<file path="config.mk">
export PLATFORM = sky130hd
export DESIGN_NAME = sb_config_loader_flat
export DESIGN_NICKNAME = d
export VERILOG_FILES = /design/src/rtl/sb_config_loader_pkg.sv /design/src/rtl/sb_config_loader_if.sv /design/src/rtl/sb_config_loader_checker.sv /design/src/rtl/sb_config_loader.sv /design/src/flat_wrapper.sv
export SDC_FILE = /design/constraint.sdc
export NUM_CORES = 1
export LEC_CHECK = 0
export ABC_AREA = 1
export CAP_MARGIN = 10
export CORE_ASPECT_RATIO = 1.1
export CORE_MARGIN = 1
export CORE_UTILIZATION = 45
export DETAILED_ROUTE_END_ITERATION = 8
export PLACE_DENSITY = 0.71
export SLEW_MARGIN = 5
export SYNTH_ARGS = -nofsm -noshare
export SYNTH_HDL_FRONTEND = slang
export SYNTH_SLANG_ARGS = --single-unit
</file>
<file path="constraint.sdc">
create_clock -name clk -period 2.9 [get_ports clk]
set_input_delay 0.58 -clock clk [delete_from_list [all_inputs] [get_ports clk]]
set_output_delay 0.58 -clock clk [all_outputs]
set_load 0.02 [all_outputs]
</file>
<file path="src/rtl/sb_config_loader_pkg.sv">
// Shared constants and types for the switch-box configuration loader.
// Holds the frame width, the FSM state encoding, the error-code layout and
// the base offsets of the three regions in the 60-bit frame bit map.
package sb_config_loader_pkg;

  localparam int unsigned FRAME_W  = 60;
  localparam int unsigned CNT_W    = 6;             // counts 0..59 within a frame
  localparam int unsigned NUM_PIN  = 5;             // pins per switch-box side
  localparam int unsigned NUM_PAIR = FRAME_W / 2;   // forward/reverse bit pairs

  // Frame bit-map region bases: left-side links, top links, right/bottom links
  localparam int unsigned OFS_LEFT = 0;
  localparam int unsigned OFS_TOP  = 30;
  localparam int unsigned OFS_RB   = 50;

  // err_code bit positions
  localparam int unsigned ERR_CONFLICT_BIT = 0;
  localparam int unsigned ERR_LOOP_BIT     = 1;

  // FSM state encoding
  localparam logic [2:0] ST_IDLE   = 3'd0;
  localparam logic [2:0] ST_LOAD   = 3'd1;
  localparam logic [2:0] ST_CHECK  = 3'd2;
  localparam logic [2:0] ST_COMMIT = 3'd3;
  localparam logic [2:0] ST_DONE   = 3'd4;
  localparam logic [2:0] ST_ERR    = 3'd5;

  // Error report; field order matches ERR_LOOP_BIT / ERR_CONFLICT_BIT
  typedef struct packed {
    logic loop;
    logic conflict;
  } err_code_t;

endpackage

</file>
<file path="src/rtl/sb_config_loader_if.sv">
// Control/status bus of the configuration loader.
//   master: drives start, cfg_bit, cfg_valid; observes status and config bus
//   slave : the loader itself
interface sb_config_loader_if #(
  parameter int unsigned NUM_SB = 4,
  parameter int unsigned IDX_W  = 4
);
  logic                                         start;
  logic                                         cfg_bit;
  logic                                         cfg_valid;
  logic                                         cfg_ready;
  logic                                         busy;
  logic                                         done;
  logic                                         err;
  logic [1:0]                                   err_code;
  logic [IDX_W-1:0]                             err_frame;
  logic [NUM_SB*sb_config_loader_pkg::FRAME_W-1:0] roofconn_all;

  modport master (
    output start, cfg_bit, cfg_valid,
    input  cfg_ready, busy, done, err, err_code, err_frame, roofconn_all
  );

  modport slave (
    input  start, cfg_bit, cfg_valid,
    output cfg_ready, busy, done, err, err_code, err_frame, roofconn_all
  );
endinterface

</file>
<file path="src/rtl/sb_config_loader_checker.sv">
// Combinational legality check of one switch-box frame.
//   c        : 60-bit frame
//   conflict : some pin has more than one enabled driver
//   loop     : some forward/reverse bit pair is enabled in both directions
module sb_frame_checker
  import sb_config_loader_pkg::*;
(
  input  logic [FRAME_W-1:0] c,
  output logic               conflict,
  output logic               loop
);

  logic [NUM_PIN-1:0]  conf_left;
  logic [NUM_PIN-1:0]  conf_top;
  logic [NUM_PIN-1:0]  conf_right;
  logic [NUM_PIN-1:0]  conf_bottom;
  logic [NUM_PAIR-1:0] pair_loop;

  // True when at least two of the three drivers are on
  function automatic logic multi_drive(input logic a, input logic b, input logic d);
    return (a & b) | (a & d) | (b & d);
  endfunction

  // Driver sets per pin side
  for (genvar i = 0; i < NUM_PIN; i++) begin : g_pin
    assign conf_left[i]   = multi_drive(c[OFS_LEFT+6*i],   c[OFS_LEFT+6*i+2], c[OFS_LEFT+6*i+4]);
    assign conf_top[i]    = multi_drive(c[OFS_LEFT+6*i+1], c[OFS_TOP+4*i],    c[OFS_TOP+4*i+2]);
    assign conf_right[i]  = multi_drive(c[OFS_LEFT+6*i+3], c[OFS_TOP+4*i+1],  c[OFS_RB+2*i]);
    assign conf_bottom[i] = multi_drive(c[OFS_LEFT+6*i+5], c[OFS_TOP+4*i+3],  c[OFS_RB+2*i+1]);
  end

  // Every even/odd bit pair is a link and its reverse
  for (genvar k = 0; k < NUM_PAIR; k++) begin : g_pair
    assign pair_loop[k] = c[2*k] & c[2*k+1];
  end

  assign conflict = |{conf_left, conf_top, conf_right, conf_bottom};
  assign loop     = |pair_loop;

endmodule

</file>
<file path="src/rtl/sb_config_loader.sv">
// Switch-box configuration loader.
// Shifts in a bit-serial stream (MSB first), assembles one 60-bit frame per
// switch box, rejects frames with driver conflicts or bidirectional loops,
// and commits legal frames into the wide roofconn_all configuration bus.
//   clk   : system clock, rising edge
//   reset : asynchronous, active-low
//   bus   : start/cfg_bit/cfg_valid in; cfg_ready, busy, done, err,
//           err_code, err_frame, roofconn_all out (all registered)
module sb_config_loader
  import sb_config_loader_pkg::*;
#(
  parameter int unsigned NUM_SB = 4,
  parameter int unsigned IDX_W  = 4
) (
  input  logic               clk,
  input  logic               reset,
  sb_config_loader_if.slave  bus
);

  localparam int unsigned ROOF_W = NUM_SB * FRAME_W;

  logic [2:0]         state;
  logic [2:0]         state_n;
  logic [CNT_W-1:0]   bit_cnt;
  logic [IDX_W-1:0]   frame_idx;
  logic [FRAME_W-1:0] shadow;
  logic [ROOF_W-1:0]  roof_q;
  logic               cfg_ready_q;
  logic               busy_q;
  logic               done_q;
  logic               err_q;
  err_code_t          err_code_q;
  logic [IDX_W-1:0]   err_frame_q;

  logic               conflict_c;
  logic               loop_c;
  logic               last_bit_c;
  logic               last_frame_c;

  sb_frame_checker u_checker (
    .c        (shadow),
    .conflict (conflict_c),
    .loop     (loop_c)
  );

  assign last_bit_c   = bus.cfg_valid && (bit_cnt == CNT_W'(FRAME_W - 1));
  assign last_frame_c = (frame_idx == IDX_W'(NUM_SB - 1));

  // State register
  always_ff @(posedge clk or negedge reset) begin
    if (!reset) state <= ST_IDLE;
    else        state <= state_n;
  end

  // Next-state logic
  always_comb begin
    state_n = state;
    case (state)
      ST_IDLE, ST_DONE, ST_ERR: if (bus.start) state_n = ST_LOAD;
      ST_LOAD:                  if (last_bit_c) state_n = ST_CHECK;
      ST_CHECK:                 state_n = (conflict_c || loop_c) ? ST_ERR : ST_COMMIT;
      ST_COMMIT:                state_n = last_frame_c ? ST_DONE : ST_LOAD;
      default:                  state_n = ST_IDLE;
    endcase
  end

  // Datapath and registered status; status flags follow the next state so
  // they line up with the state register cycle for cycle.
  always_ff @(posedge clk or negedge reset) begin
    if (!reset) begin
      bit_cnt     <= '0;
      frame_idx   <= '0;
      shadow      <= '0;
      roof_q      <= '0;
      cfg_ready_q <= 1'b0;
      busy_q      <= 1'b0;
      done_q      <= 1'b0;
      err_q       <= 1'b0;
      err_code_q  <= '0;
      err_frame_q <= '0;
    end else begin
      cfg_ready_q <= (state_n == ST_LOAD);
      busy_q      <= (state_n == ST_LOAD) || (state_n == ST_CHECK) || (state_n == ST_COMMIT);
      done_q      <= (state_n == ST_DONE);

      case (state)
        ST_IDLE, ST_DONE, ST_ERR: begin
          if (bus.start) begin
            frame_idx   <= '0;
            bit_cnt     <= '0;
            err_q       <= 1'b0;
            err_code_q  <= '0;
            err_frame_q <= '0;
          end
        end
        ST_LOAD: begin
          if (bus.cfg_valid) begin
            shadow  <= {shadow[FRAME_W-2:0], bus.cfg_bit};
            bit_cnt <= bit_cnt + CNT_W'(1);
          end
        end
        ST_CHECK: begin
          if (conflict_c || loop_c) begin
            err_q       <= 1'b1;
            err_code_q  <= '{loop: loop_c, conflict: conflict_c};
            err_frame_q <= frame_idx;
          end
        end
        ST_COMMIT: begin
          for (int unsigned k = 0; k < NUM_SB; k++) begin
            if (frame_idx == IDX_W'(k)) roof_q[k*FRAME_W +: FRAME_W] <= shadow;
          end
          if (!last_frame_c) begin
            frame_idx <= frame_idx + IDX_W'(1);
            bit_cnt   <= '0;
          end
        end
        default: ;
      endcase
    end
  end

  assign bus.cfg_ready    = cfg_ready_q;
  assign bus.busy         = busy_q;
  assign bus.done         = done_q;
  assign bus.err          = err_q;
  assign bus.err_code     = err_code_q;
  assign bus.err_frame    = err_frame_q;
  assign bus.roofconn_all = roof_q;

endmodule

</file>
<file path="src/flat_wrapper.sv">
// flat-port wrapper written by rule: the top's interface ports become plain ports
module sb_config_loader_flat import sb_config_loader_pkg::*;
#(
  parameter int unsigned NUM_SB = 4,
  parameter int unsigned IDX_W  = 4
)
  (clk, reset, bus_start, bus_cfg_bit, bus_cfg_valid, bus_cfg_ready, bus_busy, bus_done, bus_err, bus_err_code, bus_err_frame, bus_roofconn_all);
  sb_config_loader_if #(.NUM_SB(NUM_SB), .IDX_W(IDX_W)) bus_i ();
  input  logic clk;
  input  logic reset;
  input wire logic [$bits(bus_i.start)-1:0] bus_start;
  input wire logic [$bits(bus_i.cfg_bit)-1:0] bus_cfg_bit;
  input wire logic [$bits(bus_i.cfg_valid)-1:0] bus_cfg_valid;
  output wire logic [$bits(bus_i.cfg_ready)-1:0] bus_cfg_ready;
  output wire logic [$bits(bus_i.busy)-1:0] bus_busy;
  output wire logic [$bits(bus_i.done)-1:0] bus_done;
  output wire logic [$bits(bus_i.err)-1:0] bus_err;
  output wire logic [$bits(bus_i.err_code)-1:0] bus_err_code;
  output wire logic [$bits(bus_i.err_frame)-1:0] bus_err_frame;
  output wire logic [$bits(bus_i.roofconn_all)-1:0] bus_roofconn_all;
  assign bus_i.start = bus_start;
  assign bus_i.cfg_bit = bus_cfg_bit;
  assign bus_i.cfg_valid = bus_cfg_valid;
  assign bus_cfg_ready = bus_i.cfg_ready;
  assign bus_busy = bus_i.busy;
  assign bus_done = bus_i.done;
  assign bus_err = bus_i.err;
  assign bus_err_code = bus_i.err_code;
  assign bus_err_frame = bus_i.err_frame;
  assign bus_roofconn_all = bus_i.roofconn_all;
  sb_config_loader #(.NUM_SB(NUM_SB), .IDX_W(IDX_W)) u_core (.clk(clk), .reset(reset), .bus(bus_i));
endmodule
</file>
==> run_results.csv <==
group,metric,value,unit
logic_synthesis,synthAdderAreaFrac,0.502,%
logic_synthesis,ys_ff_latch,323,
final_layout,syn_to_final_growth,32.6,%
die,die_area,28400,µm²
critical_path,cpMaxStageDelayCell,"clkdlybuf4s50_1",
critical_path,worstPathRequired,2320,ps
sta,tns,0,ps
final_layout,final_nets,1574,
critical_path,worstPathMaxFanout,2,
routing,drt-wirelength-per-cell,17.0,µm
logic_synthesis,yosysSeqAreaShare,64.8,%
critical_path,cp.buffers_inverters,1,
cts,cts-hold-fix-buffers,1,
logic_synthesis,yosys.area_share.simple,16.7,%
logic_synthesis,synthesis.area,12500,µm²
global_route,grt_pass1_wl,53200,µm
sta,setup_violations,0,
cts,cts.reportedPaths.clkPinSlew,50,ps
routing,dr_total_vias,9810,
die,die_h,177,µm
logic_synthesis,synth_xor_area_share,0.0702,%
sta,worst_pin_slew,652,ps
place,dp_slack,792,ps
cts,htreeDepth,2,
sta,period_share,72.9,%
cts,cts_resized,0,
cts,cts_tree,"yes",
sta,clock_skew,15.7,ps
routing,first_pass_iters,5,
routing,wirelength,33000,µm
critical_path,crit_chain,"clkdlybuf4s50_1",
power_and_ir_drop,ir_drop,0.000414,V
place,gp_congestion,0.826,
die,die_x,161,µm
cts,post_cts_buffers,0,
final_layout,n_antenna_cell,0,
global_route,antenna_found_initial,0,
final_layout,drive_above_1_share,5.44,%
critical_path,worstPathArrival,1530,ps
logic_synthesis,avgSynthCellArea,9.42,µm²
cts,cts_buffers,34,
cts,cts_sinks,323,
power_and_ir_drop,power.density,659,nW/µm²
critical_path,critPathKind,"flop to primary output",
critical_path,crit_path_start_kind,"flop",
sta,fin_crit,2110,ps
logic_synthesis,synth-compound-area-share,12.9,%
global_route,grt_start_max_net_pins,123,
die,initial_core_util,46.0,%
routing,via_per_inst,5.06,
run,max_cap_violations,0,
place,dp_hpwl,22700,µm
die,num_rows,63,
critical_path,endpoint_kind,"primary output",
min_path,hold_class,"flop to flop",
logic_synthesis,synth_top_family_by_area,"simple AND/OR/NAND/NOR gates",
cts,cts_buffer_depth,3,
final_layout,num-fill-cells,2331,
global_route,grt_pass1_vias,9541,
sta,slew_violations,0,
cts,root_buffer,"clkbuf_16",
cts,clock_latency,510,ps
power_and_ir_drop,power.leakage,7.41,nW
die,core_area,27100,µm²
logic_synthesis,synth_warnings,0,
routing,drc,0,
outcome,run_status,"finished clean",
routing,drt_iter0_drc,814,
sta,whs,480,ps
place,portBuffers,254,
logic_synthesis,synthDistinctLibCells,24,
critical_path,max_stage_delay,680,ps
critical_path,cp_top_family,"buffers and inverters",
routing,final_antenna_net_count,0,
logic_synthesis,netlist_instances,1324,
final_layout,fin_util,61.0,%
global_route,overflow,0,
logic_synthesis,synth_nets,1334,
sta,grt_setup_unrepaired,"false",
logic_synthesis,synth.area.mux_share,0,%
global_route,track_usage,23.9,%
die,io_pins,255,
sta,worst_slack,785,ps
sta,finalHoldViolCount,0,
sta,timing.fmax,473,MHz
sta,relSlewSlack,56.2,%
registers in the layout (all words and copies together) (netlist names):
name and cells:
u_core.bus.err_frame 4, u_core.bus.done 1, u_core.bus.cfg_ready 1, u_core.state 3, u_core.bus.err 1, u_core.bit_cnt 6
u_core.bus.err_code 2, u_core.shadow 60, u_core.frame_idx 4, u_core.bus.busy 1, u_core.bus.roofconn_all 240
path summary, 6_finish.rpt:
| path | start | end | slack (ps) | depth (start not counted) |
|---|---|---|---|---|
| setup reg to reg | u_core.frame_idx[3] | u_core.bus.roofconn_all[28] | 790 | 5 |
| hold / removal | u_core.bus.roofconn_all[150] | u_core.bus.roofconn_all[150] | 480 | 2 |
| setup / recovery | u_core.bus.roofconn_all[186] | bus_roofconn_all[186] | 790 | 1 |
| hold reg to reg | u_core.bus.roofconn_all[150] | u_core.bus.roofconn_all[150] | 480 | 2 |
| max in group asynchronous | reset | u_core.bus.roofconn_all[184] | 1440 | 3 |
| min in group asynchronous | reset | u_core.bus.roofconn_all[96] | 590 | 2 |
Yosys cell counts:
library cell / count / area [µm²]
nor3b_2: 1 / 12.5
ha_1: 5 / 62.6
inv_2: 5 / 18.8
nor3_4: 1 / 16.3
nand3_1: 19 / 95.1
nand2_2: 4 / 25.0
nor2_1: 43 / 161
nand2_4: 2 / 22.5
xor2_1: 1 / 8.76
dfrtp_1: 323 / 8080
o21ai_1: 24 / 120
o21ai_0: 288 / 1440
nor2_2: 4 / 25.0
buf_2: 35 / 175
nand2_1: 443 / 1660
inv_1: 77 / 289
a21oi_1: 7 / 35.0
nor3_1: 3 / 15.0
buf_4: 6 / 45.0
nand4_1: 6 / 37.5
nor2_4: 1 / 11.3
o21ai_2: 1 / 8.76
clkbuf_1: 24 / 90.1
inv_4: 1 / 6.26
layout make-up:
| type | instances | area [µm²] | area share, % |
|---|---|---|---|
| Multi-Input combinational cell | 853 | 3800 | 23.0 |
| Clock inverter | 6 | 155 | 0.938 |
| Sequential cell | 323 | 8080 | 48.9 |
| Clock buffer | 48 | 1020 | 6.15 |
| Inverter | 83 | 315 | 1.91 |
| Timing Repair Buffer | 269 | 2710 | 16.4 |
| Tap cell | 357 | 447 | 2.70 |
through the flow:
stage / cell area, µm² / std cells / power [mW]
global route: 16500 / 1939 / 11.4
CTS: 16500 / 1939 / 11.0
floorplan: 12500 / 1324 / 5.78
global placement: 15400 / 1884 / 6.36
detailed placement: 15400 / 1884 / 6.41
finish: 16500 / 1939 / 10.9
per-layer routing:
| metal | global-route usage, % | up-vias | share of wire [%] | wire, µm |
|---|---|---|---|---|
| met5 | 0 | - | 0 | 0 |
| met4 | 7.67 | 0 | 2.6 | 863 |
| met3 | 4.70 | 57 | 6.3 | 2090 |
| met2 | 39.8 | 302 | 48 | 16000 |
| met1 | 31.6 | 4728 | 43 | 14100 |
| li1 | - | 4723 | - | - |
cells by family after synthesis:
family                     Yosys count
AOI/OAI and AO/OA                  320
buffers and inverters              148
adders and majority gates            5
and+or+nand+nor                    527
DFF                                323
xor gates and xnor gates             1
where the power goes:
| group | switching, mW | total, mW | internal [mW] | leakage, nW |
|---|---|---|---|---|
| Clock | 1.71 | 4.58 | 2.87 | 0.574 |
| Sequential | 0.355 | 5.13 | 4.78 | 4.44 |
| Combinational | 0.891 | 1.19 | 0.304 | 2.40 |
| Total | 2.95 | 10.9 | 7.95 | 7.41 |
layout by cell type (no fill, tap or decap), types with 10 or more instances in the layout:
cell             instances
nand2_1                443
dfrtp_1                323
o21ai_0                288
clkdlybuf4s50_1        253
inv_1                   77
nor2_1                  43
clkbuf_16               37
o21ai_1                 24
nand3_1                 16
buf_4                   10
Note: power is estimated with default switching activity, not from simulation.
